File: src/rtl/clkctrl_seq.sv
// Clock-mode sequencer: region-decodes the CPU address and drives the hs/ls clock switch and dividers.
// Latency: decode to hsclk_sel is 1 cycle; switch ack is seen 2 cycles after it toggles (2-flop synchroniser).
module clkctrl_seq #(
    parameter int ADDR_W  = 16,
    parameter int PAGE_W  = 4,
    parameter int NREGION = 4,
    parameter int DIV_W   = 2,
    parameter int HOLD_W  = 4,
    parameter int TO_W    = 6,
    localparam int IDX_W  = (NREGION > 1) ? $clog2(NREGION) : 1,
    localparam int ENT_W  = 2*PAGE_W + 2 + DIV_W
) (
    input  logic                clkout,
    input  logic                rst_resync1_qb,
    input  logic [ADDR_W-1:0]   cpu_addr,
    input  logic                cpu_vda,
    input  logic                force_slow,
    input  logic [HOLD_W-1:0]   hold_cycles,
    input  logic                cfg_we,
    input  logic [IDX_W-1:0]    cfg_idx,
    input  logic [ENT_W-1:0]    cfg_wdata,
    input  logic                hsclk_selected,
    output logic                hsclk_sel,
    output logic [DIV_W-1:0]    cpuclk_div_sel,
    output logic [DIV_W-1:0]    hsclk_div_sel,
    output logic                busy,
    output logic [NREGION-1:0]  region_hit,
    output logic                ack_timeout
);
    localparam logic [1:0] SLOW    = 2'd0;
    localparam logic [1:0] TO_FAST = 2'd1;
    localparam logic [1:0] FAST    = 2'd2;
    localparam logic [1:0] TO_SLOW = 2'd3;

    logic                en_q   [NREGION];
    logic                fast_q [NREGION];
    logic [DIV_W-1:0]    div_q  [NREGION];
    logic [PAGE_W-1:0]   base_q [NREGION];
    logic [PAGE_W-1:0]   mask_q [NREGION];

    logic [1:0]          state_q, state_d;
    logic                sel_q, sel_d;
    logic [DIV_W-1:0]    cdiv_q, cdiv_d, hdiv_q, hdiv_d;
    logic [HOLD_W-1:0]   hold_q, hold_d;
    logic [TO_W-1:0]     to_q, to_d;
    logic                tout_q, tout_d;
    logic [NREGION-1:0]  hit_q, hit_d;
    logic                ack_s1_q, ack_s2_q;

    logic [PAGE_W-1:0]   page;
    logic                found, win_fast, slow_req;
    logic [DIV_W-1:0]    win_div;
    logic                unused_addr_lo;

    assign page           = cpu_addr[ADDR_W-1 -: PAGE_W];
    assign unused_addr_lo = ^cpu_addr[ADDR_W-PAGE_W-1:0];

    // Lowest matching index wins; table writes this cycle are not yet visible.
    always_comb begin
        hit_d    = '0;
        found    = 1'b0;
        win_fast = 1'b0;
        win_div  = '0;
        for (int i = 0; i < NREGION; i++) begin
            if (!found && en_q[i] && ((page & mask_q[i]) == (base_q[i] & mask_q[i]))) begin
                found    = 1'b1;
                hit_d[i] = 1'b1;
                win_fast = fast_q[i];
                win_div  = div_q[i];
            end
        end
    end

    assign slow_req = force_slow | (cpu_vda & (~found | ~win_fast));

    always_comb begin
        state_d = state_q;
        sel_d   = sel_q;
        cdiv_d  = cdiv_q;
        hdiv_d  = hdiv_q;
        hold_d  = hold_q;
        to_d    = to_q;
        case (state_q)
            FAST: begin
                if (slow_req) begin
                    sel_d   = 1'b0;
                    state_d = TO_SLOW;
                    to_d    = '0;
                end else if (cpu_vda && found && win_fast) begin
                    cdiv_d = win_div;
                    hdiv_d = win_div;
                end
            end
            TO_SLOW: begin
                if (to_q != '1) to_d = to_q + 1'b1;
                if (!ack_s2_q) begin
                    state_d = SLOW;
                    hold_d  = hold_cycles;
                end
            end
            SLOW: begin
                if (hold_q != '0) begin
                    hold_d = hold_q - 1'b1;
                end else if (!slow_req) begin
                    sel_d   = 1'b1;
                    state_d = TO_FAST;
                    to_d    = '0;
                end
            end
            default: begin
                if (to_q != '1) to_d = to_q + 1'b1;
                if (ack_s2_q) state_d = FAST;
            end
        endcase
        // Sticky: the FSM keeps waiting, software sees the flag.
        tout_d = tout_q | ((state_q == TO_SLOW || state_q == TO_FAST) && to_d == '1);
    end

    always_ff @(posedge clkout or negedge rst_resync1_qb) begin
        if (!rst_resync1_qb) begin
            state_q  <= SLOW;
            sel_q    <= 1'b0;
            cdiv_q   <= '0;
            hdiv_q   <= '0;
            hold_q   <= '0;
            to_q     <= '0;
            tout_q   <= 1'b0;
            hit_q    <= '0;
            ack_s1_q <= 1'b0;
            ack_s2_q <= 1'b0;
            for (int i = 0; i < NREGION; i++) begin
                en_q[i]   <= 1'b0;
                fast_q[i] <= 1'b0;
                div_q[i]  <= '0;
                base_q[i] <= '0;
                mask_q[i] <= '0;
            end
        end else begin
            state_q  <= state_d;
            sel_q    <= sel_d;
            cdiv_q   <= cdiv_d;
            hdiv_q   <= hdiv_d;
            hold_q   <= hold_d;
            to_q     <= to_d;
            tout_q   <= tout_d;
            hit_q    <= hit_d;
            ack_s1_q <= hsclk_selected;
            ack_s2_q <= ack_s1_q;
            for (int i = 0; i < NREGION; i++) begin
                if (cfg_we && cfg_idx == IDX_W'(i)) begin
                    en_q[i]   <= cfg_wdata[ENT_W-1];
                    fast_q[i] <= cfg_wdata[ENT_W-2];
                    div_q[i]  <= cfg_wdata[2*PAGE_W +: DIV_W];
                    base_q[i] <= cfg_wdata[PAGE_W +: PAGE_W];
                    mask_q[i] <= cfg_wdata[0 +: PAGE_W];
                end
            end
        end
    end

    assign hsclk_sel      = sel_q;
    assign cpuclk_div_sel = cdiv_q;
    assign hsclk_div_sel  = hdiv_q;
    assign busy           = (state_q == TO_SLOW) || (state_q == TO_FAST);
    assign region_hit     = hit_q;
    assign ack_timeout    = tout_q;

endmodule

File: config.mk
export PLATFORM = sky130hd
export DESIGN_NAME = clkctrl_seq
export DESIGN_NICKNAME = d
export VERILOG_FILES = /design/src/rtl/clkctrl_seq.sv
export SDC_FILE = /design/constraint.sdc
export NUM_CORES = 1
export LEC_CHECK = 0
export BUFFER_PORTS_ARGS = -buffer_cell sky130_fd_sc_hd__buf_4
export CAP_MARGIN = 10
export CORE_MARGIN = 4
export CORE_UTILIZATION = 45
export CTS_CLUSTER_DIAMETER = 80
export DETAILED_ROUTE_END_ITERATION = 16
export GPL_TIMING_DRIVEN = 0
export PLACE_DENSITY = 0.74
export RECOVER_POWER = 50
export SYNTH_ARGS = -nofsm -noshare
export SYNTH_HDL_FRONTEND = slang
export SYNTH_SLANG_ARGS = --single-unit
File: constraint.sdc
create_clock -name clkout -period 6.6 [get_ports clkout]
set_clock_uncertainty 0.15 [all_clocks]
set_input_delay 1.65 -clock clkout [delete_from_list [all_inputs] [get_ports clkout]]
set_output_delay 1.65 -clock clkout [all_outputs]
set_load 0.03 [all_outputs]
==> results_dict.tcl, run 1 <==
set metrics [dict create \
    status "finished, final reports clean" \
    p_int_mw 0.941 \
    via_count 2180 \
    critPathKind "in -> reg" \
    finalCriticalPeriod_ns 4.21 \
    crit_arrival_ns 4.25 \
    yosysSeqAreaShare_pct 53.6 \
    clk_pin_slew_ns 0.07 \
    period_share_pct 63.8 \
    rsz0062_at_grt "false" \
    critPathLaunchType "input port" \
    initial_utilization_pct 47.3 \
    max_slew_margin_pct 41.4 \
    finalHoldViolations 0 \
    yosysTopAreaCell "dfrtp_1" \
    crit_chain "buf_4 -> xor2_1 -> a222oi_1 -> and3_1 -> buf_2 -> nor3b_1 -> o22ai_1 -> a31oi_4 -> mux2i_1 -> o21ai_0" \
    dpl_worst_slack_ns 2.00 \
    syn-num-nets 310 \
    p_switching_mw 0.498 \
    area_growth_syn_to_layout_pct 18.3 \
    synth_area_mm2 0.00327 \
    reg2reg_from "base_q[10]" \
    post-route-util_pct 56.0 \
    grt_max_degree 71 \
    ios 51 \
    num_rows 30 \
    power_frac_seq_pct 41.6 \
    synthFlopType "dfrtp_1" \
    first_iter_violations 111 \
    yosysWarnings 0 \
    drv_slew 0 \
    ys_async_sr_fraction_pct 100 \
    routedWlPerCell_um 14.8 \
    p_comb_share_pct 34.4 \
    grt_pass1_vias 2211 \
    power.total_mw 1.44 \
    grt_use_total_pct 15.4 \
    fmax_mhz 237 \
    cp-end-kind "flop" \
    avgSynthCellArea_um2 12.4 \
    syn_inst 264 \
    synth_seq_cells 70 \
    post-synth-top-count-cell "dfrtp_1" \
    tritoncts "done" \
    tightestPinTransition_ns 0.879 \
    numCtsBuffers 9 \
    cts.repair.resized 0 \
    antenna_found_initial 0 \
    worst_slack_ns 2.39 \
    die_w_um 93.2 \
    die_h_um 93.2 \
    h-tree-depth 3 \
    finalSetupViolCount 0 \
    grt_pass1_wl_um 10400 \
    layout.area.seq_mm2 0.00175 \
    coreArea_mm2 0.00691 \
    drive_gt1_share_pct 35.2 \
    worstHoldStart "ack_s1_q" \
    clkPwrFrac_pct 24.0 \
    required_ns 6.64 \
    numPortBuffers 38 \
    final_nets 359 \
    synthTopCellsByCount "dfrtp_1 (70), mux2_2 (48), nor2_1 (17), xor2_1 (17), nand2_1 (16)" \
    swShare_pct 34.6 \
    crit_buf_inv 2 \
    p_leak_nw 1.74 \
    multi_input_area_mm2 0.00144 \
    finalSetupTns_ns 0 \
    fill_cells 607 \
    path_max_fanout 8 \
    clock_latency_ns 0.34 \
    power_density_mw_per_mm2 372 \
    drtPass1Iterations 4 \
    ant_nets 0 \
    synth.distinct_cells 47 \
    hold_path.class "reg -> reg" \
    synth_edf_count 0 \
    dp_cells 398 \
    cts_max_path_buffers 2 \
    slowest_stage "mux2i_1" \
    fin_cells 414 \
    hold_buffers 0 \
    synth_area_leaders "dfrtp_1 (54%), mux2_2 (17%), xor2_1 (4.6%), ha_1 (2.3%), nor2_1 (2.0%)" \
    place_congestion 0.834 \
    vdd_drop_max_mv 0.177 \
    routed_wl_um 6140 \
    drv_cap 0 \
    synth_top_area_share_pct 53.6 \
    clkSinkCount 70 \
    cp-startpoint "cpu_addr[14]" \
    cts-root-buf "clkbuf_8" \
    diodes 0 \
    die-area_mm2 0.00869 \
    hpwl_um 4270 \
    crit_path_max_incr_delay_ns 0.59 \
    overflow 0 \
    cts_setup_buffers 0 \
    path_delay_family "compound AO/OA/AOI/OAI gates" \
    drcViolationCount 0 \
    avgViaCountPerCell 5.27 \
]
## worst paths after layout
kind,endpoint,slack (ns),depth (start not counted)
max,to_q[2],2.39,10
min,ack_s2_q,0.21,0
max reg2reg,to_q[2],3.46,9
min reg2reg,ack_s2_q,0.21,0
max in group asynchronous,en_q[0],4.45,1
min in group asynchronous,hold_q[3],1.26,1
## registers in the layout, summed over array words and instances, names as in the netlist
signal,cells
hsclk_div_sel,2
region_hit,4
ack_s2_q,1
ack_timeout,1
hsclk_sel,1
ack_s1_q,1
mask_q,16
en_q,4
to_q,6
base_q,16
div_q,8
state_q,2
hold_q,4
fast_q,4
## final cells by class
class	count	share of cell area, %
buffer	9	1.33
clock buffer	11	3.66
clock inverter	5	1.52
inverter	6	0.583
multi-input combinational	179	37.3
sequential	70	45.3
tap	96	3.11
timing repair buffer	38	7.19
## placed cells by master (no fill, tap or decap), types with 3 or more instances in the layout
cell,n
nand3b_1,3
clkbuf_8,10
and3_1,3
buf_1,3
nor2_1,17
nand2_1,16
or2_2,3
xor2_1,17
mux2i_1,3
clkbuf_1,4
a21oi_1,6
nand3_1,9
nand2b_1,3
dfrtp_1,70
ha_1,6
o21ai_0,7
inv_1,6
buf_4,37
nor3b_1,3
a222oi_1,4
mux2_2,48
## through the flow
step,hold slack [ns],area [um2]
3_3_place_gp,0.195,3670
4_1_cts,0.216,3870
6_report,0.214,3860
2_1_floorplan,0.181,3270
3_5_place_dp,0.190,3670
5_1_grt,0.229,3860
## power groups by stage
stage               Combinational [mW]  Clock, mW  Sequential, mW
floorplan                        0.340          0           0.619
detailed placement               0.499          0           0.605
CTS                              0.501      0.357           0.598
finish                           0.496      0.345           0.599
global placement                 0.485          0           0.602
global route                     0.555      0.373           0.613
## cell families after synthesis
logic type | Yosys count | share of synthesized area [%]
buffers and inverters | 15 | 2.26
flip-flops | 70 | 53.6
multiplexers | 52 | 17.8
AND/OR/NAND/NOR | 68 | 10.9
adder cells (fa/ha/maj) | 6 | 2.30
AO/OA/AOI/OAI | 35 | 8.27
XOR/XNOR | 18 | 4.83
## routing by layer
layer | routed length, um | GRT usage [%] | vias to the layer above
met1 | 2740 | 19.4 | 1080
met5 | 0 | 0 | -
met4 | 38 | 4.40 | 0
met3 | 285 | 4.34 | 6
li1 | - | - | 1046
met2 | 3080 | 25.9 | 48
No activity file was read; power rests on OpenSTA's default activity.
==> run 2: changes to the inputs <==
PLACE_DENSITY = 0.76   (was 0.74)
clock period = 3.7 ns   (was 6.6 ns; I/O delays follow)
==> run 2 against run 1 <==
Effect of this change: the run now ends with max-capacitance violations, max-slew violations left; global-route usage is 0.14 points higher; sequential cell count unchanged; cell area hardly changed; via count down 1.5%; sequential power increased by 79%; critical path type unchanged.
==> results_dict.tcl, run 2 (synthesized netlist as in run 1, its figures left out) <==
set metrics [dict create \
    clock_latency_ns 0.35 \
    cts.repair.resized 0 \
    diodes 0 \
    grt_use_total_pct 15.5 \
    fmax_mhz 298 \
    dpl_worst_slack_ns -0.0789 \
    initial_utilization_pct 47.3 \
    clkSinkCount 70 \
    period_share_pct 90.6 \
    critPathLaunchType "input port" \
    cts_max_path_buffers 2 \
    tritoncts "done" \
    drtPass1Iterations 5 \
    avgViaCountPerCell 5.19 \
    finalCriticalPeriod_ns 3.35 \
    crit_arrival_ns 3.41 \
    rsz0062_at_grt "false" \
    antenna_found_initial 0 \
    hold_depth 0 \
    ff2ff_setup_slack_ns 0.68 \
    min_to "ack_s2_q" \
    drv_slew 71 \
    cp-end-kind "flop" \
    first_iter_violations 149 \
    critPathKind "in -> reg" \
    h-tree-depth 3 \
    finalHoldViolations 0 \
    rr_endpoint "to_q[2]" \
    violations "max-capacitance violations, max-slew violations" \
    max_slew_margin_pct -12.5 \
    grt-busiest-layer "met2" \
    via_count 2147 \
    cts_setup_buffers 0 \
    power_density_mw_per_mm2 668 \
    vdd_drop_max_mv 0.286 \
    holdWs_ns 0.216 \
    hpwl_um 4310 \
    crit_path_max_incr_delay_ns 0.53 \
    ios 51 \
    hold_path.class "reg -> reg" \
    drv_cap 1 \
    routedWlPerCell_um 14.9 \
    numPortBuffers 38 \
    final_cell_mix "dfrtp_1 (70), mux2_2 (48), buf_4 (36)" \
    coreArea_mm2 0.00691 \
    drcViolationCount 0 \
    path_max_fanout 8 \
    die-area_mm2 0.00869 \
    ant_nets 0 \
    reg2reg_from "base_q[10]" \
    routed_wl_um 6150 \
    finalSetupViolCount 0 \
    worst_slack_ns 0.348 \
    required_ns 3.76 \
    rr_worst_depth 9 \
    status "finished, violations left" \
    die_h_um 93.2 \
    place_congestion 0.791 \
    clk_pin_slew_ns 0.08 \
    numCtsBuffers 9 \
    grt_pass1_wl_um 10500 \
    use_met1_pct 19.5 \
    cts-root-buf "clkbuf_8" \
    die_w_um 93.2 \
    path_delay_family "compound AO/OA/AOI/OAI gates" \
    use_met3_pct 5.31 \
    grt_pass1_vias 2226 \
    p_leak_nw 1.74 \
    grt_use_met2_pct 25.2 \
    crit_chain "buf_4 -> xor2_1 -> a222oi_1 -> and3_1 -> buf_2 -> nor3b_1 -> o22ai_1 -> a31oi_4 -> mux2i_1 -> o21ai_0" \
    final_nets 359 \
    grt_max_degree 71 \
    fin_cells 414 \
    num_rows 30 \
    drive_gt1_share_pct 35.5 \
    crit_buf_inv 2 \
    slowest_stage "mux2i_1" \
    overflow 0 \
    mostFrequentLayoutCell "dfrtp_1" \
    tightestPinTransition_ns 1.69 \
    dp_cells 398 \
    hold_buffers 0 \
    worstHoldStart "ack_s1_q" \
    area_growth_syn_to_layout_pct 18.3 \
    reg_top3 "base_q (16), mask_q (16), div_q (8)" \
]
==> run 2: changes by cell type in the layout (fill, tap and decap cells not counted) <==
cell / previous run / this run
inv_6: 0 / 3
clkbuf_1: 4 / 3
clkbuf_2: 0 / 1
clkinv_2: 1 / 0
clkbuf_8: 10 / 9
buf_4: 37 / 36
==> run 2: worst register-to-register path: cells and delay by family (launching register included) <==
| family | cells | cell delay, ns |
|---|---|---|
| xor gates and xnor gates | 1 | 0.15 |
| muxes | 1 | 0.54 |
| AOI/OAI and AO/OA | 4 | 1.16 |
| buffers and inverters | 1 | 0.20 |
| DFF | 1 | 0.39 |
| and+or+nand+nor | 2 | 0.29 |
==> run 2: where the power goes <==
part           switching [mW]  internal [mW]  leakage (nW)
Sequential              0.122          0.948         0.843
Clock                   0.316          0.319        0.0968
Combinational           0.477          0.400         0.798
Total                   0.914           1.67          1.74
==> run 2: metal layers <==
metal,wire length (um),vias up
met1,2740,1035
met2,2970,56
met3,325,11
li1,-,1045
met5,0,-
met4,106,0
==> run 2: final cells by class <==
cell class / instances / area [um2]
Buffer: 9 / 51.3
Clock buffer: 9 / 124
Clock inverter: 7 / 80.1
Fill cell: 606 / 3040
Inverter: 6 / 22.5
Multi-Input combinational cell: 179 / 1440
Sequential cell: 70 / 1750
Tap cell: 96 / 120
Timing Repair Buffer: 38 / 275
==> run 2: worst max-delay path by stage <==
stage,start,endpoint,slack (ns),cells past startpoint
after CTS,cpu_addr[14],to_q[2],0.29,10
after detailed placement,cpu_addr[14],to_q[2],-0.08,10
after floorplan,cpu_addr[14],state_q[1],0.58,8
after global placement,cpu_addr[14],to_q[2],-0.09,10
final,cpu_addr[14],to_q[2],0.35,10
after global routing,cpu_addr[13],to_q[2],0.09,9
==> run 2: per-stage QoR <==
step           util (%)  total power [mW]  TNS [ns]  cell area (um2)
2_1_floorplan         -              1.71         0             3270
3_3_place_gp       53.2              1.94    -0.158             3670
3_5_place_dp       53.2              1.97    -0.129             3670
4_1_cts            56.1              2.61         0             3880
5_1_grt            56.0              2.75         0             3870
6_report           56.0              2.58         0             3870
==> run 3: changes to the inputs <==
ABC_AREA = 1   (was unset)
CORE_UTILIZATION = 30   (was 45)
PLACE_DENSITY = 0.57   (was 0.76)
==> run 3 against run 2 <==
Effect of this change: non-clock buffer count rose by 2; global-route usage fell by 2.6 points; routed wire length grew 27%; critical path depth increased by 6; sequential cell count stayed put; cell area grew 8.3%; the run still ends with max-capacitance violations, max-slew violations left.
==> results_dict.tcl, run 3 <==
set metrics [dict create \
    status "finished, violations left" \
    violations "max-capacitance violations, max-slew violations" \
    crit_arrival_ns 2.52 \
    grt_max_degree 71 \
    final_nets 505 \
    finalSetupViolCount 0 \
    hold_path.class "reg -> reg" \
    path_max_fanout 8 \
    vdd_drop_max_mv 0.494 \
    synth.distinct_cells 35 \
    fill_cells 1165 \
    period_share_pct 66.2 \
    avgViaCountPerCell 4.53 \
    layout.area.seq_mm2 0.00175 \
    fin_cells 604 \
    die_h_um 115 \
    finalSetupTns_ns 0 \
    yosysTopAreaCell "dfrtp_1" \
    clk_pin_slew_ns 0.05 \
    power_frac_seq_pct 36.3 \
    cts.repair.resized 0 \
    slowest_stage "or2_1" \
    yosysWarnings 0 \
    finalHoldViolations 0 \
    synth_seq_cells 70 \
    met3RoutedLength_um 398 \
    critPathLaunchType "input port" \
    avgSynthCellArea_um2 8.37 \
    clkPwrFrac_pct 29.2 \
    cp_common_cell "nand2_1" \
    dpl_worst_slack_ns 0.913 \
    tightestPinTransition_ns 1.76 \
    hpwl_um 5610 \
    power.total_mw 2.95 \
    num_rows 38 \
    highest_layer "met4" \
    max_slew_margin_pct -17.2 \
    grt_pass1_wl_um 13100 \
    coreArea_mm2 0.0110 \
    crit_chain "buf_4 -> or2_1 -> nand3_1 -> nand3_1 -> nor2_2 -> nand3_1 -> nand3_2 -> nand2_1 -> nand3_2 -> nand2_2 -> nand2_4 -> o21ai_2 -> nor2_4 -> nand2_1 -> nand2_1 -> nand2_1" \
    worst_slack_ns 1.25 \
    finalCriticalPeriod_ns 2.45 \
    drcViolationCount 0 \
    tritoncts "done" \
    die_w_um 115 \
    numCtsBuffers 9 \
    fmax_mhz 408 \
    p_leak_nw 2.14 \
    routed_wl_um 7800 \
    p_comb_share_pct 34.5 \
    synth_area_mm2 0.00343 \
    synthTopCellsByCount "nand2_1 (101), dfrtp_1 (70), o21ai_0 (61), inv_1 (55), nand3_1 (25)" \
    h-tree-depth 3 \
    cts_setup_buffers 0 \
    wl_met1_um 3570 \
    ys_async_sr_fraction_pct 100 \
    dp_cells 588 \
    overflow 0 \
    initial_utilization_pct 31.1 \
    clock_latency_ns 0.33 \
    synth_edf_count 0 \
    final_cell_mix "nand2_1 (101), dfrtp_1 (70), o21ai_0 (62)" \
    hold_buffers 0 \
    drtPass1Iterations 5 \
    die-area_mm2 0.0132 \
    place_congestion 0.846 \
    required_ns 3.77 \
    power_density_mw_per_mm2 705 \
    drv_cap 1 \
    area_growth_syn_to_layout_pct 22.0 \
    syn-num-nets 456 \
    holdWs_ns 0.204 \
    ant_nets 0 \
    grt_pass1_vias 2670 \
    cp-end-kind "flop" \
    ios 51 \
    cts_max_path_buffers 2 \
    routedWlPerCell_um 12.9 \
    wl_met2_um 3740 \
    synthFlopType "dfrtp_1" \
    rsz0062_at_grt "false" \
    mostFrequentLayoutCell "nand2_1" \
    p_switching_mw 1.06 \
    antenna_found_initial 0 \
    reg_top3 "base_q (16), mask_q (16), div_q (8)" \
    first_iter_violations 206 \
    cts-root-buf "clkbuf_16" \
    post-synth-top-count-cell "nand2_1" \
    swShare_pct 35.8 \
    grt_use_total_pct 12.9 \
    synth_top_area_share_pct 51.0 \
    drv_slew 71 \
    multi_input_area_mm2 0.00140 \
    synth_area_leaders "dfrtp_1 (51%), nand2_1 (11%), o21ai_0 (8.9%), inv_1 (6.0%), nand3_1 (3.6%)" \
    critPathKind "in -> reg" \
    drive_gt1_share_pct 18.5 \
    crit_path_max_incr_delay_ns 0.22 \
    yosysSeqAreaShare_pct 51.0 \
    via_count 2735 \
    diodes 0 \
    numPortBuffers 38 \
    p_int_mw 1.89 \
    clkSinkCount 70 \
    syn_inst 410 \
]
[run 3: kinds of logic after synthesis]
family	count (synthesis)	share of synthesized area, %
adder cells (fa/ha/maj)	6	2.19
multiplexers	1	0.292
flip-flops	70	51.0
XOR/XNOR	3	0.765
AO/OA/AOI/OAI	79	12.6
buffers and inverters	72	8.27
AND/OR/NAND/NOR	179	24.8
[run 3: layer usage]
metal | up-vias | GRT usage (%)
met2 | 52 | 20.3
met4 | 0 | 3.44
met1 | 1269 | 16.7
met5 | - | 0
met3 | 9 | 4.95
li1 | 1405 | -
[run 3: through the flow]
stage | util [%] | cell area (um2)
5_1_grt | 38.0 | 4190
4_1_cts | 38.0 | 4200
2_1_floorplan | - | 3430
3_5_place_dp | 35.3 | 3890
6_report | 38.0 | 4190
3_3_place_gp | 35.3 | 3890
[run 3: worst paths after layout]
check                           slack (ns)  depth (start not counted)     endpoint            from
worst min register to register        0.20                          0     ack_s2_q        ack_s1_q
worst max-delay path                  1.25                         16   state_q[0]    cpu_addr[13]
max in group asynchronous             1.46                          1   mask_q[10]  rst_resync1_qb
min in group asynchronous             0.92                          1    hold_q[2]  rst_resync1_qb
worst min-delay path                  0.20                          0     ack_s2_q        ack_s1_q
worst max register to register        1.37                         13  ack_timeout      state_q[0]
[run 3: area by class of cell]
class                           count  share of cell area [%]
Buffer                             11                    1.25
Clock buffer                       13                    6.21
Clock inverter                      3                    1.02
Inverter                           61                    5.53
Multi-Input combinational cell    268                    33.3
Sequential cell                    70                    41.8
Tap cell                          140                    4.18
Timing Repair Buffer               38                    6.66
[run 3: power by group through the flow]
stage	Combinational (mW)	Sequential (mW)	Clock [mW]
6_report	1.02	1.07	0.863
5_1_grt	1.17	1.10	0.929
4_1_cts	1.04	1.07	0.885
3_5_place_dp	1.03	1.08	0
3_3_place_gp	1.00	1.07	0
2_1_floorplan	0.727	1.10	0
[run 3: critical path, delay by kind of cell]
family          cells  cell delay [ns]
compound gates      1             0.07
buf+inv             1             0.14
simple gates       14             1.39
